===== src/rtl/ext_alu_sched_pkg.sv =====
// Shared CPU definitions for the extended-ALU scheduler: alu_func codes,
// scheduler FSM states and register/func widths.
package ext_alu_sched_pkg;

  localparam int unsigned REG_W  = 5;
  localparam int unsigned FUNC_W = 3;

  typedef enum logic [FUNC_W-1:0] {
    ALU_MUL  = 3'd0,
    ALU_UMUL = 3'd1,
    ALU_ADDF = 3'd2,
    ALU_SUBF = 3'd3,
    ALU_MULF = 3'd4,
    ALU_ITF  = 3'd5,
    ALU_FTI  = 3'd6
  } alu_func_e;

  typedef enum logic [1:0] {
    ST_IDLE = 2'd0,
    ST_EXEC = 2'd1,
    ST_WB   = 2'd2
  } sched_state_e;

endpackage


===== src/rtl/ext_raw_chk.sv =====
// Read-after-write check: two enabled sources against one destination.
// Register 0 is hardwired and never produces a hazard.
module ext_raw_chk
  import ext_alu_sched_pkg::*;
(
  input  logic [4:0] rs0,
  input  logic       re0,
  input  logic [4:0] rs1,
  input  logic       re1,
  input  logic [4:0] dst,
  output logic       hit
);

  always_comb begin
    hit = 1'b0;
    if (dst != REG_W'(0)) begin
      hit = (re0 && (rs0 == dst)) || (re1 && (rs1 == dst));
    end
  end

endmodule


===== src/rtl/ext_alu_sched.sv =====
// Dual-slot decode scheduler for a single shared extended ALU: grants one
// ext op at a time, tracks it through execution and writeback, raises stalls.
module ext_alu_sched
  import ext_alu_sched_pkg::*;
(
  input  logic       clk,
  input  logic       rst,
  input  logic       s0_ext,
  input  logic       s1_ext,
  input  logic [2:0] s0_func,
  input  logic [2:0] s1_func,
  input  logic [4:0] s0_dst,
  input  logic [4:0] s1_dst,
  input  logic [4:0] s0_rs0,
  input  logic [4:0] s0_rs1,
  input  logic [4:0] s1_rs0,
  input  logic [4:0] s1_rs1,
  input  logic       s0_re0,
  input  logic       s0_re1,
  input  logic       s1_re0,
  input  logic       s1_re1,
  input  logic       flush,
  input  logic       eu_done,
  input  logic       wb_ack,
  output logic       s0_stall,
  output logic       s1_stall,
  output logic       eu_start,
  output logic [2:0] eu_func,
  output logic       eu_sel,
  output logic       wb_valid,
  output logic [4:0] wb_dst,
  output logic       busy
);

  sched_state_e     state_q, state_d;
  logic             eu_start_q, eu_start_d;
  alu_func_e        eu_func_q, eu_func_d;
  logic             eu_sel_q, eu_sel_d;
  logic [REG_W-1:0] wb_dst_q, wb_dst_d;

  logic hit0, hit1, hit1_s0;
  logic busy_c, raw0_c, raw1_c, grant_ok_c, grant0_c, grant1_c;
  logic s0_stall_c, s1_stall_c;

  // Each slot against the in-flight destination, plus slot1 against slot0.
  ext_raw_chk u_raw_s0 (
    .rs0 (s0_rs0), .re0 (s0_re0), .rs1 (s0_rs1), .re1 (s0_re1),
    .dst (wb_dst_q), .hit (hit0)
  );

  ext_raw_chk u_raw_s1 (
    .rs0 (s1_rs0), .re0 (s1_re0), .rs1 (s1_rs1), .re1 (s1_re1),
    .dst (wb_dst_q), .hit (hit1)
  );

  ext_raw_chk u_raw_s1_s0 (
    .rs0 (s1_rs0), .re0 (s1_re0), .rs1 (s1_rs1), .re1 (s1_re1),
    .dst (s0_dst), .hit (hit1_s0)
  );

  // Grant and stall decisions; the unit is free in IDLE or in an acked WB.
  always_comb begin
    busy_c     = (state_q != ST_IDLE);
    raw0_c     = busy_c && hit0;
    raw1_c     = busy_c && hit1;
    grant_ok_c = !flush && ((state_q == ST_IDLE) || ((state_q == ST_WB) && wb_ack));
    grant0_c   = grant_ok_c && s0_ext && !raw0_c;
    s0_stall_c = raw0_c || (s0_ext && !grant0_c);
    grant1_c   = grant_ok_c && !s0_ext && s1_ext && !raw1_c && !s0_stall_c;
    s1_stall_c = s0_stall_c || raw1_c || (grant0_c && hit1_s0) ||
                 (s1_ext && !grant1_c);
  end

  always_comb begin
    state_d    = state_q;
    eu_start_d = 1'b0;
    eu_func_d  = eu_func_q;
    eu_sel_d   = eu_sel_q;
    wb_dst_d   = wb_dst_q;

    case (state_q)
      ST_IDLE: state_d = ST_IDLE;
      ST_EXEC: if (eu_done) state_d = ST_WB;
      ST_WB:   if (wb_ack)  state_d = ST_IDLE;
      default: state_d = ST_IDLE;
    endcase

    if (grant0_c || grant1_c) begin
      state_d    = ST_EXEC;
      eu_start_d = 1'b1;
      eu_sel_d   = grant1_c;
      eu_func_d  = grant0_c ? alu_func_e'(s0_func) : alu_func_e'(s1_func);
      wb_dst_d   = grant0_c ? s0_dst : s1_dst;
    end

    // Flush abandons the in-flight op; grants are already blocked above.
    if (flush) state_d = ST_IDLE;
  end

  always_ff @(posedge clk or posedge rst) begin
    if (rst) begin
      state_q    <= ST_IDLE;
      eu_start_q <= 1'b0;
      eu_func_q  <= ALU_MUL;
      eu_sel_q   <= 1'b0;
      wb_dst_q   <= '0;
    end else begin
      state_q    <= state_d;
      eu_start_q <= eu_start_d;
      eu_func_q  <= eu_func_d;
      eu_sel_q   <= eu_sel_d;
      wb_dst_q   <= wb_dst_d;
    end
  end

  assign s0_stall = s0_stall_c;
  assign s1_stall = s1_stall_c;
  assign eu_start = eu_start_q;
  assign eu_func  = eu_func_q;
  assign eu_sel   = eu_sel_q;
  assign wb_valid = (state_q == ST_WB);
  assign wb_dst   = wb_dst_q;
  assign busy     = busy_c;

endmodule


===== config.mk =====
export PLATFORM = sky130hd
export DESIGN_NAME = ext_alu_sched
export DESIGN_NICKNAME = d
export VERILOG_FILES = /design/src/rtl/ext_alu_sched_pkg.sv /design/src/rtl/ext_raw_chk.sv /design/src/rtl/ext_alu_sched.sv
export SDC_FILE = /design/constraint.sdc
export NUM_CORES = 1
export LEC_CHECK = 0
export BUFFER_PORTS_ARGS = -buffer_cell sky130_fd_sc_hd__buf_2
export CAP_MARGIN = 5
export CORE_UTILIZATION = 40
export CTS_BUF_LIST = sky130_fd_sc_hd__clkbuf_2 sky130_fd_sc_hd__clkbuf_4 sky130_fd_sc_hd__clkbuf_8
export DETAILED_ROUTE_END_ITERATION = 7
export GPL_TIMING_DRIVEN = 0
export PLACE_DENSITY = 0.76
export RECOVER_POWER = 100
export SKIP_LAST_GASP = 1
export SYNTH_ARGS = -nofsm -noshare
export SYNTH_HDL_FRONTEND = slang
export SYNTH_HIERARCHICAL = 1
export SYNTH_SLANG_ARGS = --single-unit

===== constraint.sdc =====
create_clock -name clk -period 2 [get_ports clk]
set_clock_uncertainty 0.05 [all_clocks]
set_input_delay 0.2 -clock clk [delete_from_list [all_inputs] [get_ports clk]]
set_output_delay 0.2 -clock clk [all_outputs]
set_load 0.01 [all_outputs]

Word-level counts from Yosys, hierarchy flattened:

Cells that the tools add are included.

* equality and inequality tests: 10
* multiplexer cells: 11
* reduce and logical (&&, ||, !) cells: 40

Operator list (count)
* $eq 5x5->1: 6
* $logic_and 1x1->1: 19
* $reduce_bool 5->1: 2
* $logic_or 1x1->1: 9
* $mux 2: 4
* $logic_not 1->1: 7
* $mux 5: 1
* $mux 1: 4
* $ne 4x3->1 const B: 1
* $ne 4x4->1 const B: 1
* $pmux 2 s2: 1
* $mux 3: 1
* $eq 2x1->1 const B: 1
* $eq 2x2->1 const B: 1
* $logic_not 2->1: 1
* $reduce_and 2->1: 1
* $reduce_bool 2->1: 1

* register bits: 12
* output and inout bits: 14
* logic and storage cells: 66

Depth between registers and ports, before layout:

Gate-level depths: netlist (run 1).

* depth in word-level cells: 15
* mapped depth: 9
* mapped depth without buffers: 8

By module:

The synthesis (run 1) kept the hierarchy.

Modules (own cells, without submodules)
* ext_alu_sched: instances 1, cells an instance 63, area an instance 640.6 um^2, seq. area each 300.3 um^2
* ext_raw_chk: instances 3, cells an instance 17, area an instance 132.6 um^2, seq. area each 0.0 um^2

Worst setup path after synthesis (run 1):

Ideal clock, no wire load.

* path type: reg-to-output
* from: reg wb_dst_q[1] (netlist: wb_dst[1])
* to: out s0_stall
* data arrival time: 1.916 ns
* required time: 1.750 ns
* slack: -0.166 ns
* cell stages (with the launch flop): 8
* buffers on the path: 0
* cell sequence: dfrtp_1 xor2_1 nor4_2 nand3_1 a21oi_1 nor2b_1 o211ai_4 a22o_1

* cells in the longest elaborated chain, start to end: 10
* elaborated cells on any way between the ends: 13
* those cells by class: eq/ne: 2; mux: 1; reduce/logical: 10

Ends and longest elaborated chain
* start, declared: RTL line ext_alu_sched.sv:39 `logic [REG_W-1:0] wb_dst_q, wb_dst_d;`
* start signal, assigned: RTL line ext_alu_sched.sv:112 `wb_dst_q <= wb_dst_d;`
* $eq 5x5->1: RTL line ext_raw_chk.sv:17 `hit = (re0 && (rs0 == dst)) || (re1 && (rs1 == dst));`
* $logic_and 1x1->1: RTL line ext_raw_chk.sv:17
* $logic_or 1x1->1: RTL line ext_raw_chk.sv:17
* $mux 1 (*): RTL line ext_raw_chk.sv:16 `if (dst != REG_W'(0)) begin`
* named net hit0: RTL line ext_alu_sched.sv:41 `logic hit0, hit1, hit1_s0;`
* $logic_and 1x1->1 (*): RTL line ext_alu_sched.sv:64 `raw0_c = busy_c && hit0;`
* $logic_not 1->1: RTL line ext_alu_sched.sv:67 `grant0_c = grant_ok_c && s0_ext && !raw0_c;`
* $logic_and 1x1->1: RTL line ext_alu_sched.sv:67
* $logic_not 1->1: RTL line ext_alu_sched.sv:68 `s0_stall_c = raw0_c || (s0_ext && !grant0_c);`
* $logic_and 1x1->1: RTL line ext_alu_sched.sv:68
* $logic_or 1x1->1 (*): RTL line ext_alu_sched.sv:68
* end, declared: RTL line ext_alu_sched.sv:25 `output logic s0_stall,`

Mark *: on every way through the listed nets, which the timed path passes. The rest lies on a longest branch.

Worst setup path after layout (run 1):

Ends and elaborated chain as after synthesis.

==> impl_metrics.toml, run 1 <==
[run_status]
outcome = "finished with violations"
violations = "negative setup slack"

[layout]
multi_input_area_sq_um = 719
regArea_sq_um = 305
nFillCells = 237
num_antenna_cells = 0
layout.nets = 238
area_growth_pct = 46.6
drive_gt1_share_pct = 46.8

[power]
p_int_uw = 653
leakagePower_uw = 0.000765
pwr-share-clk_pct = 18.3
combPwrFrac_pct = 45.2
switching_power_uw = 389
p_seq_share_pct = 36.5
p_per_area_mw_per_mm2 = 684
finalPower_uw = 1040
sw_frac_of_total_pct = 37.4
peakVddDrop_v = 0.000504

[critical_path]
crit_path_top_delay_cell = "dfrtp_2"
start_kind = "flip-flop"
cp_data_arrival_time_ps = 2130
worstSetupPathType = "reg2out"
required_ps = 1750
path_cells = "xor2_1, nor4_2, nand3_1, a21oi_2, nor2b_2, o211ai_4, a22o_1, buf_2"
critPathMaxFanout = 7
endpoint_kind = "output pin"
cpPeakStageDelay_ps = 480

[cts]
clk_pin_slew_ps = 70
cts_sinks = 12
cts-root-buf = "clkbuf_4"
cts_made_buffers = 3
htree_levels = 1
cts_tree = "built"
insertion_delay_ps = 270
cts_buffer_depth = 2

[synth]
synth-xor-area-share_pct = 25.3
synthTopCellsByCount = "xor2_1, nor2_1, a21oi_1, dfrtp_1, mux2i_1"
yosysWarningCount = 6
synth_compound_gate_area_share_pct = 12.5
synth.net_count = 161
synth-simple-area-share_pct = 22.3
synth_area_leaders = "dfrtp_1, xor2_1, mux2i_1, a21oi_1, nor2_1"
syn_area_per_cell_sq_um = 9.11
synthCells = 114
synth_top_area_cell = "dfrtp_1"
synth.most_common_cell = "xor2_1"
synthAdderAreaFrac_pct = 0
yosysUniqueCellTypes = 27
synth_top_area_share_pct = 28.9
synthArstFlopShare_pct = 100
muxShareOfSynthArea_pct = 7.71
synthFlopType = "dfrtp_1"
ys_seq_area_share_pct = 28.9
synth_edf_count = 0
syn_area_sq_mm = 0.00104
synth_seq_cells = 12
synth_top_family_by_area = "XOR/XNOR gates"

[timing]
hold_viol = 0
worstMarginPinSlew_ps = 459
finalCritPeriodShare_pct = 119
max_freq_mhz = 421
setup_slack_ps = -378
setup_viol = 13
drv_slew = 0
slew_headroom_pct = 69.4
rsz0062_at_grt = "yes"
min_period_ps = 2380

[placement]
place_ws_ps = -355
place_congestion = 0.724
io_buffers = 60
dp_hpwl_um = 2210

[floorplanning]
pin_count = 61
dieArea_sq_mm = 0.00280
die_x_um = 53.0
die_y_um = 53.0
core_area_sq_mm = 0.00245
initial_core_util_pct = 42.3
fp-row-count = 18

[grt]
grt_pass1_vias = 1056
track_usage_pct = 22.1
grt_overflow_total = 0
antenna_found_initial = 0
grt_max_degree = 13
grt_pass1_wl_um = 4420

[drt]
dr.pass1.iters = 4
drt.antenna.violating_nets = 0
drc = 0
drtIter0Drc = 17
num_vias = 1143
wl_per_cell_um = 13.6
vias_per_cell = 5.20
finalWirelength_um = 3000

[job]
maxCapViolations = 0

[min_path]
hold_path_class = "in2reg"
critical path, delay by kind of cell, from the launching register on:
kind | cells | cell delay (ps)
XOR/XNOR | 1 | 170
AO/OA/AOI/OAI | 3 | 560
buffers and inverters | 1 | 130
AND/OR/NAND/NOR | 3 | 510
flip-flops | 1 | 480
power by group through the flow:
stage | clock network, uW | logic, uW | registers [uW]
floorplan | 0 | 230 | 396
global placement | 0 | 387 | 390
detailed placement | 0 | 403 | 393
CTS | 196 | 442 | 383
global route | 210 | 519 | 391
finish | 191 | 471 | 380
layer usage:
| layer | vias up | global-route usage (%) | share of wire (%) |
|---|---|---|---|
| met1 | 524 | 24.8 | 41 |
| met3 | 7 | 4.89 | 8.2 |
| met4 | 0 | 11.4 | 1.5 |
| li1 | 551 | - | - |
| met2 | 61 | 38.6 | 49 |
| met5 | - | 0 | 0 |
flip-flops by register name (all words and copies together), names as in the netlist:
register  flops
state_q       2
wb_dst        5
eu_sel        1
eu_start      1
eu_func       3
through the flow:
stage	TNS, ps	hold WS, ps	cell area, sq um	util (%)	std cells
2_1_floorplan	-436	14.4	1050	-	114
3_3_place_gp	-2680	166	1390	56.5	204
3_5_place_dp	-3280	177	1390	56.5	204
4_1_cts	-3790	89.1	1480	60.2	215
5_1_grt	-5920	82.1	1520	62.0	220
6_report	-3870	91.3	1520	62.0	220
cell families (layout without fill, tap and decap cells):
logic type | after synthesis | in the layout
xor+xnor | 30 | 30
flops | 12 | 12
compound gates | 19 | 19
buf+inv | 5 | 81
simple gates | 40 | 40
mux | 8 | 8
cell usage in the layout, fill, tap and decap left out, drive strengths merged:
| master | count |
|---|---|
| a21oi | 12 |
| a22o | 1 |
| a31o | 1 |
| a31oi | 1 |
| buf | 68 |
| clkbuf | 9 |
| dfrtp | 12 |
| dlygate4sd3 | 1 |
| inv | 3 |
| mux2i | 8 |
| nand2 | 4 |
| nand3 | 6 |
| nor2 | 16 |
| nor2b | 1 |
| nor3 | 1 |
| nor3b | 1 |
| nor4 | 6 |
| o2111ai | 1 |
| o211ai | 1 |
| o21ai | 2 |
| or2 | 1 |
| or2b | 1 |
| or4 | 3 |
| xnor2 | 6 |
| xor2 | 24 |
repair_timing:
action	4_1_cts	5_1_grt
cloned	0	1
hold endpoints to repair	12	0
pin swaps	6	5
setup buffers	6	5
endpoints found under the setup margin	13	13
gates resized for setup	2	5
hold buffers	1	0
worst paths after layout:
| kind | cells after the start | to | startpoint | slack [ps] |
|---|---|---|---|---|
| setup / recovery | 8 | s0_stall | wb_dst[1] | -380 |
| hold / removal | 2 | state_q[1] | flush | 90 |
| setup reg to reg | 9 | wb_dst[0] | wb_dst[1] | -340 |
| hold reg to reg | 2 | eu_sel | eu_sel | 440 |
| max in group asynchronous | 3 | wb_dst[0] | rst | 1140 |
| min in group asynchronous | 3 | eu_func[0] | rst | 420 |
layout make-up:
type | count | area share (%)
inverters | 3 | 0.740
repair buffers | 72 | 25.6
multi-input cells | 97 | 47.2
plain buffers | 2 | 1.48
clock buffers | 4 | 2.38
flip-flops and latches | 12 | 20.0
well taps | 30 | 2.47
No activity file was read; power rests on OpenSTA's default activity.
==> run 2, diff against run 1 <==
- CORE_UTILIZATION: 40 -> 35
- PLACE_DENSITY: 0.76 -> 0.68
==> run 2 against run 1 <==
  * The flow still finishes with violations (negative setup slack)
  * First-iteration DRC count rose to 2.6 times the previous value
  * Maximum frequency rose by 0.15%
  * Final cell count rose by 2.3%
  * Largest power group unchanged
  * Power rose by 7.1%
  * Highest routed layer unchanged
==> impl_metrics.toml, run 2 (same netlist as run 1, synthesis figures left out) <==
[power]
peakVddDrop_v = 0.000567
leakagePower_uw = 0.000789
p_per_area_mw_per_mm2 = 691

[layout]
regArea_sq_um = 307
num_antenna_cells = 0
drive_gt1_share_pct = 51.5
multi_input_area_sq_um = 762
final_cell_mix = "buf_2, xor2_1, nor2_1"
area_growth_pct = 55.7
final_core_util_pct = 58.1
layout_commonest_cell = "buf_2"
layout.nets = 242
final_cells = 225
largest_reg_flops = 5
nFillCells = 262

[drt]
wl_per_cell_um = 14.6
dr.pass1.iters = 4
drt.antenna.violating_nets = 0
num_vias = 1158
top_layer_used = "met4"
routed-wl-met3_um = 126
finalWirelength_um = 3290
drc = 0
wl_met1_um = 1340
routed-wl-met2_um = 1760
vias_per_cell = 5.15
drtIter0Drc = 44

[critical_path]
required_ps = 1750
cp_data_arrival_time_ps = 2120
endpoint = "s0_stall"
start_kind = "flip-flop"
startpoint = "wb_dst[3]"
r2r-end = "wb_dst[3]"
worstRegToRegCells = 10
regToRegSetupSlack_ps = -360
critPathMaxFanout = 7
rr_startpoint = "wb_dst[0]"
worstSetupPathType = "reg2out"
endpoint_kind = "output pin"

[cts]
insertion_delay_ps = 270
cts_made_buffers = 3
htree_levels = 1
cts_sinks = 12
cts-root-buf = "clkbuf_4"
clk_pin_slew_ps = 80
cts_tree = "built"
cts_buffer_depth = 2

[min_path]
hold_path_class = "in2reg"

[timing]
slew_headroom_pct = 68.8
max_freq_mhz = 421
worstMarginPinSlew_ps = 468
finalCritPeriodShare_pct = 119
setup_viol = 13
setup_slack_ps = -375
min_period_ps = 2370
drv_slew = 0
hold_viol = 0
rsz0062_at_grt = "yes"

[floorplanning]
core_area_sq_mm = 0.00278
pin_count = 61
initial_core_util_pct = 37.3
dieArea_sq_mm = 0.00319
fp-row-count = 19
die_x_um = 56.5
die_y_um = 56.5

[placement]
place_congestion = 0.797
io_buffers = 60
dp_hpwl_um = 2320
placed_cells = 205
place_ws_ps = -415

[grt]
antenna_found_initial = 0
grt_pass1_vias = 1194
grt_pass1_wl_um = 5310
grt_overflow_total = 0
grt_max_degree = 13
track_usage_pct = 21.2

[job]
maxCapViolations = 0

[run_status]
outcome = "finished with violations"
violations = "negative setup slack"
## run 2: cell count changes in the layout (fill, tap and decap cells not counted), sizes merged
cell / before / now
buf: 68 / 72
## run 2: critical path: stages, from the launching register on
cell and delay [ps]:
dfrtp_2 480, xor2_1 190, nor4_2 240, nand3_1 150
a21oi_4 220, nor2b_2 80, o211ai_4 180, a22o_1 180
buf_2 130
## run 2: routing by layer
metal	vias up	GRT usage, %
li1	556	-
met4	0	10.1
met3	6	2.30
met5	-	0
met1	560	24.0
met2	36	39.0
## run 2: worst min-delay path by stage
stage,start,to,cells past startpoint
floorplan,rst,eu_func[0],1
global placement,rst,eu_start,2
detailed placement,rst,eu_start,2
CTS,flush,state_q[1],2
global route,flush,state_q[1],2
finish,flush,state_q[1],2
## run 2: power breakdown
group,leakage (uW),switching (uW),internal [uW]
sequential,0.000136,81.1,298
clock,0.0000210,82.4,111
combinational,0.000632,256,288
## run 2: what timing repair did
| item | 4_1_cts | 5_1_grt |
|---|---|---|
| hold endpoints to repair | 12 | 0 |
| endpoints found under the setup margin | 13 | 13 |
| buffers inserted | 11 | 3 |
| cloned | 1 | 0 |
| hold buffers | 1 | 0 |
| pin swaps | 6 | 14 |
| gates resized for setup | 8 | 11 |
## run 2: through the flow
stage | hold slack [ps] | cell area (sq um) | total power, uW | TNS, ps
5_1_grt | 97.3 | 1620 | 1190 | -5430
6_report | 83.8 | 1620 | 1120 | -3880
2_1_floorplan | 14.4 | 1050 | 625 | -436
3_5_place_dp | 185 | 1390 | 800 | -3290
3_3_place_gp | 165 | 1390 | 779 | -2740
4_1_cts | 79.4 | 1540 | 1070 | -3740
## run 2: area by class of cell
type | count | area share (%)
multi-input cells | 97 | 47.1
repair buffers | 76 | 27.2
flip-flops and latches | 12 | 19.0
well taps | 31 | 2.40
clock buffers | 4 | 2.24
plain buffers | 2 | 1.39
inverters | 3 | 0.697
==> run 3, diff against run 2 <==
- ABC_AREA: unset -> 1
- PLACE_DENSITY: 0.68 -> unset
==> run 3 against run 2 <==
  * The run still ends with negative setup slack left
  * Worst hold slack better by 75 ps
  * Clock power is 40% higher
  * Combinational power is 71% higher
  * Synthesized cell count is 130% higher
  * Power is 45% higher
  * Register-to-register slack better by 460 ps
  * Die area is 41% higher
  * Critical path type unchanged
  * Critical endpoint is now s1_stall
  * Highest routed layer unchanged
==> impl_metrics.toml, run 3 <==
[critical_path]
regToRegSetupSlack_ps = 100
path_cells = "buf_12, buf_4, nor3_2, a21oi_2, inv_1, nand2_2, nand2_4, nand3_4, buf_6, nand2_4, nand3_2, buf_6"
crit_buf_inv = 5
r2r-end = "state_q[0]"
required_ps = 1750
rr_startpoint = "wb_dst[1]"
critPathMaxFanout = 7
crit_family = "buffers and inverters"
crit_path_top_delay_cell = "dfrtp_2"
worstRegToRegCells = 13
cp_data_arrival_time_ps = 1830
endpoint_kind = "output pin"
startpoint = "wb_dst[0]"
cpPeakStageDelay_ps = 440
start_kind = "flip-flop"
worstSetupPathType = "reg2out"

[min_path]
hold_path_depth = 3
min-delay-start = "eu_done"
worstHoldEndpoint = "state_q[1]"
hold_path_class = "in2reg"

[drt]
num_vias = 1723
drtIter0Drc = 73
finalWirelength_um = 4040
dr.pass1.iters = 4
vias_per_cell = 4.48
drt.antenna.violating_nets = 0
drc = 0
wl_per_cell_um = 10.5

[synth]
synth_top_area_cell = "nand2_1"
synthArstFlopShare_pct = 100
synth_top_area_share_pct = 23.4
syn_area_sq_mm = 0.00148
ys_seq_area_share_pct = 20.3
yosysUniqueCellTypes = 21
synth.most_common_cell = "nand2_1"
synthTopCellsByCount = "nand2_1, inv_1, nand3_1, nor2_1, inv_2"
synth_edf_count = 0
synth.net_count = 306
synthFlopType = "dfrtp_1"
synthCells = 259
synth_seq_cells = 12
yosysWarningCount = 6
synth_area_leaders = "nand2_1, dfrtp_1, inv_1, nand3_1, nor2_1"
syn_area_per_cell_sq_um = 5.70

[grt]
grt_max_degree = 13
antenna_found_initial = 0
track_usage_pct = 19.2
grt_overflow_total = 0
grt_pass1_wl_um = 6470
grt_pass1_vias = 1435

[run_status]
violations = "negative setup slack"
outcome = "finished with violations"

[timing]
min_period_ps = 2080
rsz0062_at_grt = "yes"
max_freq_mhz = 481
setup_viol = 1
hold_viol = 0
setup_slack_ps = -80.2
worstMarginPinSlew_ps = 451
slew_headroom_pct = 69.9
finalCritPeriodShare_pct = 104
drv_slew = 0

[layout]
drive_gt1_share_pct = 40.0
area_growth_pct = 42.6
largest_reg_flops = 5
nFillCells = 441
final_core_util_pct = 52.3
layout.nets = 383
final_cell_mix = "nand2_1, buf_2, inv_1"
num_antenna_cells = 0
layout_commonest_cell = "nand2_1"
final_area_sq_mm = 0.00211

[placement]
place_ws_ps = -210
place_congestion = 0.806
dp_hpwl_um = 2980
place_area_sq_mm = 0.00184
io_buffers = 60

[floorplanning]
die_y_um = 67.0
fp-row-count = 23
pin_count = 61
core_area_sq_mm = 0.00403
dieArea_sq_mm = 0.00448
die_x_um = 67.0
initial_core_util_pct = 36.6

[power]
p_per_area_mw_per_mm2 = 771
peakVddDrop_v = 0.000493
leakagePower_uw = 0.00127

[job]
maxCapViolations = 0

[cts]
cts_sinks = 12
cts_made_buffers = 3
insertion_delay_ps = 250
cts_tree = "built"
cts-root-buf = "clkbuf_8"
clk_pin_slew_ps = 50
htree_levels = 1
cts_buffer_depth = 2
[run 3: repair_timing]
action / in CTS / in global routing
endpoints found under the hold margin: 12 / 0
pin swaps: 9 / 12
setup endpoints to repair: 11 / 6
gates cloned: 0 / 0
setup buffers: 10 / 2
resized for setup: 12 / 22
hold buffers: 1 / 0
[run 3: logic make-up after synthesis]
kind of cell    Yosys count  synth area share, %
compound gates           18                 7.46
buf+inv                  62                 17.0
flops                    12                 20.3
simple gates            167                 55.2
[run 3: layer usage]
layer | global-route usage, % | wire [um]
met5 | 0 | 0
met4 | 5.85 | 53
met3 | 3.42 | 225
met2 | 30.1 | 1800
met1 | 26.5 | 1960
[run 3: where the power goes]
part	internal, uW	leakage (uW)	switching, uW
sequential	322	0.000144	100
clock	174	0.0000288	95.7
combinational	419	0.00109	512
total	915	0.00127	708
[run 3: layout make-up]
type | instances | area (sq um) | share of cell area, %
flip-flops and latches | 12 | 307 | 14.6
repair buffers | 73 | 433 | 20.6
clock buffers | 4 | 55.1 | 2.61
well taps | 50 | 62.6 | 2.97
inverters | 60 | 238 | 11.3
multi-input cells | 185 | 1000 | 47.5
plain buffers | 1 | 11.3 | 0.535
[run 3: how the worst max path moves through the flow]
stage,to,slack [ps],depth (start not counted)
2_1_floorplan,s1_stall,120,12
3_3_place_gp,s1_stall,-210,13
3_5_place_dp,s1_stall,-210,13
4_1_cts,s1_stall,-130,14
5_1_grt,s1_stall,-230,14
6_report,s1_stall,-80,12
[run 3: tightest hold or removal path, cell delays in order]
cell and delay (ps):
buf_2 70, nor2_1 40, a21oi_1 100
[run 3: metrics by stage]
step                TNS [ps]  hold slack [ps]  power, uW  std cells
floorplan                  0             14.7        885        259
global placement        -662              179       1120        369
detailed placement      -636              179       1130        369
CTS                     -133              160       1550        383
global route            -320              179       1780        385
finish                 -80.2              159       1620        385
